## config.mk

```make
export PLATFORM = sky130hd
export DESIGN_NAME = tft_touch_reader_flat
export DESIGN_NICKNAME = d
export VERILOG_FILES = /design/src/rtl/tft_touch_reader_if.sv /design/src/rtl/tft_touch_reader.sv /design/src/flat_wrapper.sv
export SDC_FILE = /design/constraint.sdc
export NUM_CORES = 1
export LEC_CHECK = 0
export ABC_AREA = 1
export CAP_MARGIN = 20
export CELL_PAD_IN_SITES_DETAIL_PLACEMENT = 1
export CELL_PAD_IN_SITES_GLOBAL_PLACEMENT = 2
export CORE_MARGIN = 10
export CORE_UTILIZATION = 34
export CTS_CLUSTER_DIAMETER = 40
export DETAILED_ROUTE_END_ITERATION = 7
export GPL_TIMING_DRIVEN = 0
export PLACE_DENSITY = 0.85
export SLEW_MARGIN = 20
export SYNTH_ARGS = -nofsm -noshare
export SYNTH_HDL_FRONTEND = slang
export SYNTH_SLANG_ARGS = --single-unit
```

## constraint.sdc

```tcl
create_clock -name tft_clk -period 3.85 [get_ports tft_clk]
set_input_delay 0.385 -clock tft_clk [delete_from_list [all_inputs] [get_ports tft_clk]]
set_output_delay 0.385 -clock tft_clk [all_outputs]
set_load 0.05 [all_outputs]
```

## src/rtl/tft_touch_reader_if.sv

```systemverilog
// Signal bundle between the touch reader, the touch controller and the display driver.
// The master modport is the reader's side; the slave modport is the controller/board side.
interface tft_touch_reader_if;
  logic        penirq_n;
  logic        spi_miso;
  logic        spi_cs_n;
  logic        spi_sclk;
  logic        spi_mosi;
  logic [11:0] touch_x;
  logic [11:0] touch_y;
  logic        touch_valid;
  logic        touch_active;

  modport master (
    input  penirq_n, spi_miso,
    output spi_cs_n, spi_sclk, spi_mosi, touch_x, touch_y, touch_valid, touch_active
  );

  modport slave (
    output penirq_n, spi_miso,
    input  spi_cs_n, spi_sclk, spi_mosi, touch_x, touch_y, touch_valid, touch_active
  );
endinterface

```

## src/rtl/tft_touch_reader.sv

```systemverilog
// SPI master for an ADS7846-class resistive touch controller: periodically reads X/Y
// while the pen is down and scales the raw 12-bit results to screen pixel coordinates.
module tft_touch_reader #(
  parameter int X_RES         = 480,
  parameter int Y_RES         = 272,
  parameter int SCLK_DIV      = 4,
  parameter int SAMPLE_PERIOD = 90000,
  parameter int X_INVERT      = 0,
  parameter int Y_INVERT      = 0
) (
  input logic                tft_clk,
  input logic                rstb,
  tft_touch_reader_if.master bus
);

  localparam int TW = $clog2(SAMPLE_PERIOD);
  localparam int DW = $clog2(SCLK_DIV);
  localparam int XW = $clog2(X_RES + 1);
  localparam int YW = $clog2(Y_RES + 1);
  localparam logic [TW-1:0] TIMER_LAST = TW'(SAMPLE_PERIOD - 1);
  localparam logic [DW-1:0] DIV_LAST   = DW'(SCLK_DIV - 1);
  localparam logic [7:0]    CMD_X      = 8'hD0;
  localparam logic [7:0]    CMD_Y      = 8'h90;

  typedef enum logic [2:0] {IDLE, SETUP, SHIFT, HOLD, DONE} state_t;

  state_t      state, state_next;
  logic [TW-1:0] timer, timer_next;
  logic [DW-1:0] div_cnt, div_next;
  logic [5:0]  period, period_next;
  logic [14:0] shreg, shreg_next;
  logic [11:0] raw_x, raw_x_next, raw_y, raw_y_next;
  logic        cs_n, cs_n_next, sclk, sclk_next, mosi, mosi_next;
  logic [11:0] x_out, x_next, y_out, y_next;
  logic        valid, valid_next, active, active_next;
  logic [1:0]  pen_sync;
  logic        pen_down;

  logic [11:0]      rx, ry, scaled_x, scaled_y;
  logic [12+XW-1:0] prod_x;
  logic [12+YW-1:0] prod_y;

  // Period indices 0..7 carry the X command, 24..31 the Y command, MSB first.
  function automatic logic cmd_bit(input logic [5:0] p);
    logic b;
    b = 1'b0;
    if (p < 6'd8)
      b = CMD_X[~p[2:0]];
    else if (p >= 6'd24 && p < 6'd32)
      b = CMD_Y[~p[2:0]];
    return b;
  endfunction

  function automatic logic is_read(input logic [5:0] p);
    return (p >= 6'd8 && p < 6'd24) || (p >= 6'd32);
  endfunction

  assign pen_down = ~pen_sync[1];

  assign rx       = (X_INVERT != 0) ? ~raw_x : raw_x;
  assign ry       = (Y_INVERT != 0) ? ~raw_y : raw_y;
  assign prod_x   = {{XW{1'b0}}, rx} * (12+XW)'(X_RES);
  assign prod_y   = {{YW{1'b0}}, ry} * (12+YW)'(Y_RES);
  assign scaled_x = 12'(prod_x >> 12);
  assign scaled_y = 12'(prod_y >> 12);

  always_ff @(posedge tft_clk) begin
    if (!rstb) begin
      state    <= IDLE;
      timer    <= '0;
      div_cnt  <= '0;
      period   <= '0;
      shreg    <= '0;
      raw_x    <= '0;
      raw_y    <= '0;
      cs_n     <= 1'b1;
      sclk     <= 1'b0;
      mosi     <= 1'b0;
      x_out    <= '0;
      y_out    <= '0;
      valid    <= 1'b0;
      active   <= 1'b0;
      pen_sync <= 2'b11;
    end else begin
      state    <= state_next;
      timer    <= timer_next;
      div_cnt  <= div_next;
      period   <= period_next;
      shreg    <= shreg_next;
      raw_x    <= raw_x_next;
      raw_y    <= raw_y_next;
      cs_n     <= cs_n_next;
      sclk     <= sclk_next;
      mosi     <= mosi_next;
      x_out    <= x_next;
      y_out    <= y_next;
      valid    <= valid_next;
      active   <= active_next;
      pen_sync <= {pen_sync[0], bus.penirq_n};
    end
  end

  // Every SPI pin and result is computed here and registered above, so outputs are glitch-free.
  always_comb begin
    state_next  = state;
    timer_next  = timer;
    div_next    = div_cnt;
    period_next = period;
    shreg_next  = shreg;
    raw_x_next  = raw_x;
    raw_y_next  = raw_y;
    cs_n_next   = cs_n;
    sclk_next   = sclk;
    mosi_next   = mosi;
    x_next      = x_out;
    y_next      = y_out;
    valid_next  = 1'b0;
    active_next = active;
    case (state)
      IDLE: begin
        if (timer == TIMER_LAST) begin
          timer_next = '0;
          if (pen_down) begin
            state_next  = SETUP;
            cs_n_next   = 1'b0;
            sclk_next   = 1'b0;
            mosi_next   = cmd_bit(6'd0);
            div_next    = '0;
            period_next = '0;
            shreg_next  = '0;
          end else begin
            active_next = 1'b0;
          end
        end else begin
          timer_next = timer + TW'(1);
        end
      end
      SETUP: begin
        if (div_cnt == DIV_LAST) begin
          div_next   = '0;
          sclk_next  = 1'b1;
          state_next = SHIFT;
        end else begin
          div_next = div_cnt + DW'(1);
        end
      end
      SHIFT: begin
        if (div_cnt != DIV_LAST) begin
          div_next = div_cnt + DW'(1);
        end else begin
          div_next = '0;
          if (sclk) begin
            sclk_next = 1'b0;
            mosi_next = cmd_bit(period + 6'd1);
            if (period == 6'd23)
              raw_x_next = shreg[14:3];
          end else if (period == 6'd47) begin
            state_next = HOLD;
            raw_y_next = shreg[14:3];
          end else begin
            // The busy bit falls off the top of the 15-bit register after 16 shifts.
            period_next = period + 6'd1;
            sclk_next   = 1'b1;
            if (is_read(period + 6'd1))
              shreg_next = {shreg[13:0], bus.spi_miso};
          end
        end
      end
      HOLD: begin
        if (div_cnt == DIV_LAST) begin
          div_next   = '0;
          cs_n_next  = 1'b1;
          state_next = DONE;
        end else begin
          div_next = div_cnt + DW'(1);
        end
      end
      DONE: begin
        state_next = IDLE;
        timer_next = '0;
        if (pen_down) begin
          x_next      = scaled_x;
          y_next      = scaled_y;
          valid_next  = 1'b1;
          active_next = 1'b1;
        end else begin
          active_next = 1'b0;
        end
      end
      default: state_next = IDLE;
    endcase
  end

  assign bus.spi_cs_n     = cs_n;
  assign bus.spi_sclk     = sclk;
  assign bus.spi_mosi     = mosi;
  assign bus.touch_x      = x_out;
  assign bus.touch_y      = y_out;
  assign bus.touch_valid  = valid;
  assign bus.touch_active = active;

endmodule
```

## src/flat_wrapper.sv

```systemverilog
// flat-port wrapper written by rule: the top's interface ports become plain ports
module tft_touch_reader_flat 
#(
  parameter int X_RES         = 480,
  parameter int Y_RES         = 272,
  parameter int SCLK_DIV      = 4,
  parameter int SAMPLE_PERIOD = 90000,
  parameter int X_INVERT      = 0,
  parameter int Y_INVERT      = 0
)
  (tft_clk, rstb, bus_penirq_n, bus_spi_miso, bus_spi_cs_n, bus_spi_sclk, bus_spi_mosi, bus_touch_x, bus_touch_y, bus_touch_valid, bus_touch_active);
  tft_touch_reader_if bus_i ();
  input logic tft_clk;
  input logic rstb;
  input wire logic [$bits(bus_i.penirq_n)-1:0] bus_penirq_n;
  input wire logic [$bits(bus_i.spi_miso)-1:0] bus_spi_miso;
  output wire logic [$bits(bus_i.spi_cs_n)-1:0] bus_spi_cs_n;
  output wire logic [$bits(bus_i.spi_sclk)-1:0] bus_spi_sclk;
  output wire logic [$bits(bus_i.spi_mosi)-1:0] bus_spi_mosi;
  output wire logic [$bits(bus_i.touch_x)-1:0] bus_touch_x;
  output wire logic [$bits(bus_i.touch_y)-1:0] bus_touch_y;
  output wire logic [$bits(bus_i.touch_valid)-1:0] bus_touch_valid;
  output wire logic [$bits(bus_i.touch_active)-1:0] bus_touch_active;
  assign bus_i.penirq_n = bus_penirq_n;
  assign bus_i.spi_miso = bus_spi_miso;
  assign bus_spi_cs_n = bus_i.spi_cs_n;
  assign bus_spi_sclk = bus_i.spi_sclk;
  assign bus_spi_mosi = bus_i.spi_mosi;
  assign bus_touch_x = bus_i.touch_x;
  assign bus_touch_y = bus_i.touch_y;
  assign bus_touch_valid = bus_i.touch_valid;
  assign bus_touch_active = bus_i.touch_active;
  tft_touch_reader #(.X_RES(X_RES), .Y_RES(Y_RES), .SCLK_DIV(SCLK_DIV), .SAMPLE_PERIOD(SAMPLE_PERIOD), .X_INVERT(X_INVERT), .Y_INVERT(Y_INVERT)) u_core (.tft_clk(tft_clk), .rstb(rstb), .bus(bus_i));
endmodule
```

==> impl_metrics.ini <==
[timing]
setup_tns_ns = 0
skew_ns = 0.00704
setup_viol = 0
tightest_slew_ns = 0.583
slew_viol_final = 0
fin_crit_ns = 3.11
slew_headroom = 0.611
fin_crit_sh = 0.808
hold_viol_final = 0
fmax_ghz = 0.322
rsz0062_at_grt = false

[pwr]
swShare = 0.394
p_leak_nw = 3.13
total_power_mw = 3.08
irDropWorstVdd_uv = 347
comb_power_share = 0.327
p_sw_mw = 1.21
p_int_mw = 1.87
p_seq_frac = 0.392
p_per_area_nw_per_um2 = 461
clkPwrFrac = 0.281

[clock_tree]
clk_latency_ns = 0.35
cts.sinks = 92
cts_buffers = 9
clkTransAtPathRegs_ns = 0.07
clock_path_buffers = 2
h-tree-depth = 3
ctsHoldBuffers = 0
cts_resized = 0
cts_tree = yes
postCtsSetupBuffers = 0
root_buffer = clkbuf_16

[floorplanning]
boundaryPins = 33
start_util = 0.349
fp-row-count = 47
fp.dieH_um = 151
die_area_sq_um = 22800
fp.dieW_um = 151
core-area_sq_um = 16700

[yosys]
synth_cells = 856
async_flop_share = 0
synthFlopType = dfxtp_1
synth-seq-cells = 92
yosysUniqueCellTypes = 33
synth_edf_count = 0
synth.avg_cell_area_sq_um = 6.81
ys_warn_count = 0
yosysSeqAreaShare = 0.316
netlist_area_sq_um = 5830

[hold_path]
holdPathEnd = u_core.pen_sync[1]$_SDFF_PN1_
holdCritStartpoint = u_core.pen_sync[0]$_SDFF_PN1_
min_path_type = reg -> reg
worstHoldPathCells = 1

[route]
drtAntennaViolNets = 0
first_pass_iters = 4
drc = 0
via_count = 5383
wire_per_inst_um = 14.1
wirelength_mm = 15.9
initialDrtViolationCount = 161
vias_per_cell = 4.79

[placement]
placed_cell_area_sq_um = 6390
gp_congestion = 0.813
place_hpwl_mm = 12.7
io_buffer_count = 26

[run_status]
status = complete, no violations

[setup_path]
required_ns = 4.10
path_buf_inv = 3
timing.rr.start = u_core.raw_x[5]$_SDFFE_PN0P_
cp_cell_sequence = inv_1 -> fa_1 -> inv_1 -> fa_1 -> ha_1 -> a21oi_1 -> nor2_1 -> nor2_1 -> nand3_1 -> a21oi_1 -> o21ai_0 -> nand2_1 -> inv_1
regToRegSetupSlack_ns = 0.74
cp-end-kind = register
worstPathMaxFanout = 5
criticalPathCategory = reg -> reg
cp.arrival_ns = 3.36
r2r.worst_path.cells = 13
reg2reg_to = u_core.bus.touch_x[4]$_SDFFE_PN0P_
cp-start-kind = register
path_delay_family = adder cells
path_common_cell = inv_1
cpPeakStageDelay_ns = 0.54
critical_path.slowest_cell = fa_1

[final_layout]
synthToLayoutAreaGrowth_pct = 14.4
multiInputGateArea_sq_um = 3360
drive_gt1_frac = 0.0543
fillCellCount = 2162
finish.instance_area_sq_um = 6670
regArea_sq_um = 1840
utilization = 0.400
final_nets = 959
antennaDiodeCount = 0

[global_route]
gr-total-overflow = 0
grt_use_total = 0.146
grt_pass1_vias = 5629
grt_max_degree = 17
grt_first_pass_wirelength_mm = 27.2
grt_antenna_before_repair = 0

[run]
maxCapViolCount = 0
## cell usage after synthesis, types with 4 or more instances
cell type / number / area (sq um)
o21ai_1: 5 / 25.0
xor2_1: 6 / 52.6
o21bai_1: 6 / 45.0
nand2_1: 193 / 724
o211ai_1: 5 / 37.5
a21oi_1: 70 / 350
nor3_1: 7 / 35.0
inv_1: 122 / 458
fa_1: 20 / 400
nand3_1: 56 / 280
buf_4: 6 / 45.0
ha_1: 37 / 463
nor2_1: 103 / 387
dfxtp_1: 92 / 1840
or2_2: 4 / 25.0
inv_2: 6 / 22.5
buf_2: 7 / 35.0
nand4_1: 13 / 81.3
o21ai_0: 60 / 300
clkbuf_1: 16 / 60.1
## layout make-up
class	instances	area share
Buffer	33	0.0257
Timing Repair Buffer	26	0.0390
Multi-Input combinational cell	608	0.503
Clock buffer	10	0.0358
Tap cell	220	0.0412
Clock inverter	6	0.00731
Sequential cell	92	0.276
Inverter	128	0.0720
## layout by cell type (no fill, tap or decap), types with 2 or more instances in the layout
master,instances
nor3_1,7
ha_1,37
o211ai_1,5
o21ai_0,60
buf_4,6
nor2_2,3
buf_2,7
inv_2,6
fa_1,20
clkbuf_16,9
clkinv_4,4
nand3b_1,3
or2_2,4
o21ai_1,5
xnor2_1,2
clkdlybuf4s50_1,26
nand2_2,2
nand4_1,13
dfxtp_1,92
conb_1,6
a21o_1,2
nand2_1,193
buf_6,2
inv_1,122
nor2_1,103
a21oi_1,70
xor2_1,6
nand3_2,2
o21bai_1,6
nand3_1,56
clkbuf_1,16
## per-layer routing
layer / GRT usage / routed length [um] / part of all wire
met1: 0.173 / 7420 / 0.47
met2: 0.266 / 7890 / 0.50
met3: 0.0301 / 441 / 0.028
met4: 0.0289 / 129 / 0.0081
met5: 0 / 0 / 0
## state kept, by name (all words and copies together) (netlist names), 2 cells and up
register and count:
u_core.timer 17, u_core.shreg 15, u_core.raw_x 12, u_core.raw_y 12, u_core.bus.touch_x 9, u_core.bus.touch_y 9, u_core.period 6, u_core.state 3
u_core.div_cnt 2, u_core.pen_sync 2
## cells by family after synthesis
family                     after synthesis  synth area share
other                                    1          0.000643
and+or+nand+nor                        386             0.275
adders and majority gates               57             0.148
buffers and inverters                  161             0.112
AOI/OAI and AO/OA                      151             0.136
DFF                                     92             0.316
xor gates and xnor gates                 8            0.0120
## power groups by stage
stage | Sequential (mW) | Combinational [mW] | Clock [mW]
after floorplan | 1.22 | 0.726 | 0
after global placement | 1.23 | 1.01 | 0
after detailed placement | 1.23 | 1.02 | 0
after CTS | 1.21 | 1.03 | 0.899
after global routing | 1.22 | 1.18 | 0.935
final | 1.21 | 1.01 | 0.866
## metrics by stage
step / cells / hold WS (ns) / worst slack (ns)
final: 1123 / 0.418 / 0.741
after CTS: 1123 / 0.424 / 0.688
after global placement: 1107 / 0.394 / 0.749
after floorplan: 861 / 0.393 / 1.16
after detailed placement: 1107 / 0.405 / 0.706
after global routing: 1123 / 0.436 / 0.451
## worst max-delay path by stage
| stage | startpoint | cells after the start | slack [ns] | to |
|---|---|---|---|---|
| global route | u_core.raw_x[5]$_SDFFE_PN0P_ | 13 | 0.45 | u_core.bus.touch_x[4]$_SDFFE_PN0P_ |
| finish | u_core.raw_x[5]$_SDFFE_PN0P_ | 13 | 0.74 | u_core.bus.touch_x[4]$_SDFFE_PN0P_ |
| CTS | u_core.raw_x[5]$_SDFFE_PN0P_ | 13 | 0.69 | u_core.bus.touch_x[4]$_SDFFE_PN0P_ |
| detailed placement | u_core.raw_x[5]$_SDFFE_PN0P_ | 13 | 0.71 | u_core.bus.touch_x[4]$_SDFFE_PN0P_ |
| floorplan | u_core.raw_x[5]$_SDFFE_PN0P_ | 13 | 1.16 | u_core.bus.touch_x[4]$_SDFFE_PN0P_ |
| global placement | u_core.raw_x[5]$_SDFFE_PN0P_ | 13 | 0.75 | u_core.bus.touch_x[4]$_SDFFE_PN0P_ |
Note: power is estimated with default switching activity, not from simulation.
